<file path="config.mk">
export PLATFORM = sky130hd
export DESIGN_NAME = uart_rx_fifo
export DESIGN_NICKNAME = d
export VERILOG_FILES = /design/src/rtl/uart_pkg.sv /design/src/rtl/fifo_mem_2p.sv /design/src/rtl/uart_rx_fifo.sv
export SDC_FILE = /design/constraint.sdc
export NUM_CORES = 1
export LEC_CHECK = 0
export CAP_MARGIN = 20
export CORE_ASPECT_RATIO = 1.2
export CORE_MARGIN = 2
export CORE_UTILIZATION = 30
export CTS_CLUSTER_SIZE = 14
export DETAILED_ROUTE_END_ITERATION = 10
export HOLD_SLACK_MARGIN = 0.15
export PLACE_DENSITY_LB_ADDON = 0.15
export RECOVER_POWER = 100
export SYNTH_ARGS = -nofsm -noshare
export SYNTH_HDL_FRONTEND = slang
export SYNTH_HIERARCHICAL = 1
export SYNTH_SLANG_ARGS = --single-unit
</file>
<file path="constraint.sdc">
create_clock -name clk -period 3.7 [get_ports clk]
set_input_delay 0.74 -clock clk [delete_from_list [all_inputs] [get_ports clk]]
set_output_delay 0.74 -clock clk [all_outputs]
set_load 0.005 [all_outputs]
</file>
<file path="src/rtl/uart_pkg.sv">
// Shared UART constants and small helpers used by the receive-side blocks.
package uart_pkg;

    localparam int UART_DATA_WIDTH   = 8;
    localparam int RX_FIFO_DEPTH     = 8;
    localparam int RX_FIFO_AF_THRESH = 6;
    localparam int DROP_CNT_W        = 8;

    typedef logic [DROP_CNT_W-1:0] drop_cnt_t;

    // Increment that sticks at all-ones instead of wrapping back to zero.
    function automatic drop_cnt_t sat_inc(input drop_cnt_t value);
        return (&value) ? value : value + drop_cnt_t'(1);
    endfunction

endpackage

</file>
<file path="src/rtl/fifo_mem_2p.sv">
// DEPTH x DATA_WIDTH storage: synchronous write port, asynchronous read port.
module fifo_mem_2p #(
    parameter int DATA_WIDTH = 8,
    parameter int DEPTH      = 8,
    parameter int ADDR_W     = $clog2(DEPTH)
) (
    input  logic                  clk,
    input  logic                  wr_en,
    input  logic [ADDR_W-1:0]     wr_addr,
    input  logic [DATA_WIDTH-1:0] wr_data,
    input  logic [ADDR_W-1:0]     rd_addr,
    output logic [DATA_WIDTH-1:0] rd_data
);

    logic [DATA_WIDTH-1:0] mem [DEPTH];

    // NOTE: storage has no reset so it maps onto plain RAM/regfile cells; the
    // owner guarantees no output depends on an entry that was never written.
    always_ff @(posedge clk) begin
        if (wr_en) begin
            mem[wr_addr] <= wr_data;
        end
    end

    assign rd_data = mem[rd_addr];

endmodule

</file>
<file path="src/rtl/uart_rx_fifo.sv">
// Receive byte buffer: first-word-fall-through FIFO behind the UART RX
// controller with fill level, almost-full, sticky overflow and drop count.
module uart_rx_fifo
    import uart_pkg::*;
#(
    parameter int DATA_WIDTH = UART_DATA_WIDTH,
    parameter int DEPTH      = RX_FIFO_DEPTH,
    parameter int AF_THRESH  = RX_FIFO_AF_THRESH
) (
    input  logic                       clk,
    input  logic                       rst,
    input  logic                       rx_data_valid,
    input  logic [DATA_WIDTH-1:0]      rx_p_data,
    output logic                       rd_valid,
    output logic [DATA_WIDTH-1:0]      rd_data,
    input  logic                       rd_ready,
    output logic [$clog2(DEPTH):0]     level,
    output logic                       almost_full,
    output logic                       overflow,
    input  logic                       ovf_clr,
    output logic [DROP_CNT_W-1:0]      drop_cnt
);

    localparam int ADDR_W = $clog2(DEPTH);
    localparam int PTR_W  = ADDR_W + 1;
    localparam logic [PTR_W-1:0] AF_LEVEL = PTR_W'(AF_THRESH);

    logic [PTR_W-1:0]      wr_ptr;
    logic [PTR_W-1:0]      rd_ptr;
    logic [PTR_W-1:0]      level_next;
    logic [DATA_WIDTH-1:0] mem_rd_data;
    logic                  empty;
    logic                  full;
    logic                  rd_fire;
    logic                  wr_fire;
    logic                  drop;

    // Extra pointer MSB distinguishes full from empty when the index bits match.
    assign empty = (wr_ptr == rd_ptr);
    assign full  = (wr_ptr[ADDR_W-1:0] == rd_ptr[ADDR_W-1:0]) &&
                   (wr_ptr[ADDR_W] != rd_ptr[ADDR_W]);

    assign rd_valid = !empty;
    assign rd_fire  = rd_valid & rd_ready;
    assign wr_fire  = rx_data_valid & (!full | rd_fire);
    assign drop     = rx_data_valid & full & !rd_fire;

    assign rd_data = rd_valid ? mem_rd_data : '0;

    // NOTE: every always_comb output gets a default first so no latch is inferred.
    always_comb begin
        level_next = level;
        unique case ({wr_fire, rd_fire})
            2'b10:   level_next = level + PTR_W'(1);
            2'b01:   level_next = level - PTR_W'(1);
            default: level_next = level;
        endcase
    end

    fifo_mem_2p #(
        .DATA_WIDTH (DATA_WIDTH),
        .DEPTH      (DEPTH),
        .ADDR_W     (ADDR_W)
    ) u_mem (
        .clk     (clk),
        .wr_en   (wr_fire),
        .wr_addr (wr_ptr[ADDR_W-1:0]),
        .wr_data (rx_p_data),
        .rd_addr (rd_ptr[ADDR_W-1:0]),
        .rd_data (mem_rd_data)
    );

    // NOTE: sequential state uses non-blocking assignments so all registers
    // update from the same pre-edge values.
    always_ff @(posedge clk or negedge rst) begin
        if (!rst) begin
            wr_ptr      <= '0;
            rd_ptr      <= '0;
            level       <= '0;
            almost_full <= 1'b0;
        end else begin
            if (wr_fire) begin
                wr_ptr <= wr_ptr + PTR_W'(1);
            end
            if (rd_fire) begin
                rd_ptr <= rd_ptr + PTR_W'(1);
            end
            level       <= level_next;
            almost_full <= (level_next >= AF_LEVEL);
        end
    end

    // A drop in the same cycle as a clear wins: the flag stays set and the
    // count restarts at one for the byte just lost.
    always_ff @(posedge clk or negedge rst) begin
        if (!rst) begin
            overflow <= 1'b0;
            drop_cnt <= '0;
        end else if (drop) begin
            overflow <= 1'b1;
            drop_cnt <= ovf_clr ? drop_cnt_t'(1) : sat_inc(drop_cnt);
        end else if (ovf_clr) begin
            overflow <= 1'b0;
            drop_cnt <= '0;
        end
    end

endmodule

</file>
==> out/metrics.yaml <==
fin_crit_sh_pct: 92.0
syn-mean-instance-area_um2: 16.6
hold_viol: 0
postCtsResizedCells: 0
ys_types: 37
antenna_found_initial: 0
area.growth.synth_to_final_pct: 22.6
postcts_setup_bufs: 0
cp.arrival_ns: 2.66
post-route-min-period_ns: 3.40
antennaDiodeCount: 0
final.setup.tns_ns: 0
tritoncts: "built"
drc: 0
critPathCaptureType: "output port"
routability_congestion_estimate_from_global_placement: 0.715
switching_power_total_mw: 1.02
final_clock_skew_ns: 0.00535
cts.path.max_buffers: 2
r2r_setup_slack_ns: 0.66
cts-buffers-inserted: 9
timing_worst_slew_pin_value_ns: 0.824
ys_seq_area_share_pct: 66.0
hold_path_end: "wr_ptr[3]$_DFFE_PN0P_"
clock-root-buffer: "sky130_fd_sc_hd__clkbuf_16"
unrepaired_setup_endpoints_after_global_routing: "no"
route.detailed.wl_per_inst_um: 16.7
cts.reportedPaths.clkPinSlew_ns: 0.06
fp.dieW_um: 106
layout_cell_share_with_drive_strength_beyond_1_pct: 11.4
vias_in_the_first_global_route: 2071
design.portCount: 36
grt_usage_pct: 11.7
grt_start_max_net_pins: 23
drt-vias-per-instance: 4.66
fin_nets: 296
min-delay-start: "wr_ptr[3]$_DFFE_PN0P_"
mostFrequentLayoutCell: "sky130_fd_sc_hd__edfxtp_1"
layout.cells.non_filler: 442
reg2reg_to: "almost_full$_DFF_PN0_"
yosysWarnings: 6
cts.sink_count: 86
timing.slew.headroom_pct: 45.1
timing.final.max_slew_violations: 0
postSynthRegisterBits: 86
timing_worst_setup_path_type: "flip-flop to output port"
timing.reg2reg.worst_path_depth: 10
htreeDepth: 3
synth.net_count: 244
seqPwrFrac_pct: 39.8
comb_power_share_pct: 34.9
start_util_pct: 30.8
reg2reg_from: "rd_ptr[0]$_DFFE_PN0P_"
power.switching_fraction_pct: 29.5
drtAntennaViolNets: 0
placedCellCount: 426
finalSetupViolCount: 0
timing.fmax_mhz: 294
placeableCoreArea_um2: 12200
synth.cell_area_um2: 3740
place.port_buffers: 35
critPathLaunchType: "flip-flop"
fillers: 1155
timing.hold.ws_ns: 0.492
most_used_cells_in_the_layout_excluding_fill_and_tap_cells: "sky130_fd_sc_hd__edfxtp_1, sky130_fd_sc_hd__dlygate4sd3_1, sky130_fd_sc_hd__dfrtp_1"
detail_route.wirelength_um: 7370
dr.pass1.iters: 4
num_rows: 44
cts_hold_buffers: 0
vias: 2058
finalCoreUtilization_pct: 37.7
fp.dieH_um: 126
timing.hold.worst_path_depth: 1
internal-power_mw: 2.44
half_perimeter_wire_length_of_the_detailed_placement_result_um: 4790
synthesized_instance_count: 225
p_leak_nw: 1.65
clk-insertion-delay-late_ns: 0.33
p_clk_share_pct: 25.3
globalRouteOverflowTotal: 0
peakVddDrop_uv: 317
max_cap_viol_count: 0
powerDensity_nw_per_um2: 754
worstPathRequired_ns: 2.96
number_of_design_rule_violations_left_by_the_first_detailed_router_iteration: 100
wire_length_of_the_first_global_routing_pass_um: 11500
run_status: "complete, no violations"
fp.dieArea_um2: 13400
min_path_type: "flip-flop to flip-flop"
critPathMaxFanout: 11
[power by group through the flow]
stage,Sequential (mW),Clock (mW),Combinational [mW]
floorplan,1.36,0,0.788
global placement,1.40,0,1.29
detailed placement,1.40,0,1.29
CTS,1.38,0.906,1.30
global route,1.40,0.947,1.34
finish,1.38,0.875,1.21
[worst max-delay path: stages, from the launching register on]
cell and delay, ns:
sky130_fd_sc_hd__dfrtp_1 0.69, sky130_fd_sc_hd__buf_12 0.22, sky130_fd_sc_hd__mux4_1 0.56, sky130_fd_sc_hd__mux2_2 0.27, sky130_fd_sc_hd__and2_1 0.14, sky130_fd_sc_hd__clkdlybuf4s50_1 0.44
[Yosys cell counts (all sizes together)]
library cell   n  share of area [%]
o22ai          1               0.17
nand2b         4               0.67
nand4          2               0.33
or4            3               0.60
nor3           2               0.27
o31ai          4               0.80
nand2          8               0.80
nand3b         2               0.40
a21oi          5               0.67
nand3          8                1.1
o21ai          3               0.40
inv            6               0.60
xnor2         10                2.3
dfrtp         22                 15
a31oi          1               0.17
ha             6                2.0
buf            5                1.4
nor2          14                1.4
mux4          16                 11
mux2i          1               0.27
nor4           2               0.33
a2bb2oi        1               0.23
clkbuf         3               0.30
mux2          11                3.3
xor2           6                1.4
or3b           1               0.30
a21o           1               0.20
or3            4               0.84
and2           8                1.3
or4b           1               0.27
edfxtp        64                 51
[worst max-delay path by stage]
stage                     slack (ns)                  start                    end  cells past startpoint
final                           0.30  rd_ptr[0]$_DFFE_PN0P_             rd_data[7]                      5
after global routing            0.16  rd_ptr[0]$_DFFE_PN0P_             rd_data[6]                      5
after CTS                       0.21  rd_ptr[0]$_DFFE_PN0P_             rd_data[4]                      5
after detailed placement        0.50               rd_ready  almost_full$_DFF_PN0_                      9
after global placement          0.57               rd_ready  almost_full$_DFF_PN0_                      9
after floorplan                 0.72  wr_ptr[0]$_DFFE_PN0P_  almost_full$_DFF_PN0_                      8
[through the flow]
step	power, mW	area [um2]	worst slack [ns]
2_1_floorplan	2.15	3740	0.723
3_3_place_gp	2.69	4340	0.566
3_5_place_dp	2.69	4340	0.502
4_1_cts	3.59	4630	0.212
5_1_grt	3.69	4590	0.162
6_report	3.46	4590	0.298
[cell type report]
type	instances	area [um2]	share of cell area, %
Sequential cell	86	2470	53.8
Multi-Input combinational cell	125	1180	25.7
Timing Repair Buffer	49	427	9.29
Clock buffer	9	225	4.90
Tap cell	161	201	4.39
Clock inverter	6	63.8	1.39
Inverter	6	22.5	0.490
[routing by layer]
layer	GRT usage (%)	share of wire, %	vias up
li1	-	-	982
met1	15.7	49	1024
met2	17.7	46	42
met3	2.93	3.2	10
met4	6.04	2.1	0
met5	0	0	-
[registers in the layout (all words and copies together) (netlist names)]
name / count
wr_ptr: 4
rd_ptr: 4
drop_cnt: 8
level: 4
almost_full: 1
u_mem/mem: 64
overflow: 1
[cells by family after synthesis]
group	synth area share, %
buf+inv	2.27
simple gates	8.62
fa+ha+maj	2.00
mux	14.7
flops	66.0
compound gates	2.64
xor+xnor	3.74
Power figures use the tool's default switching activity.
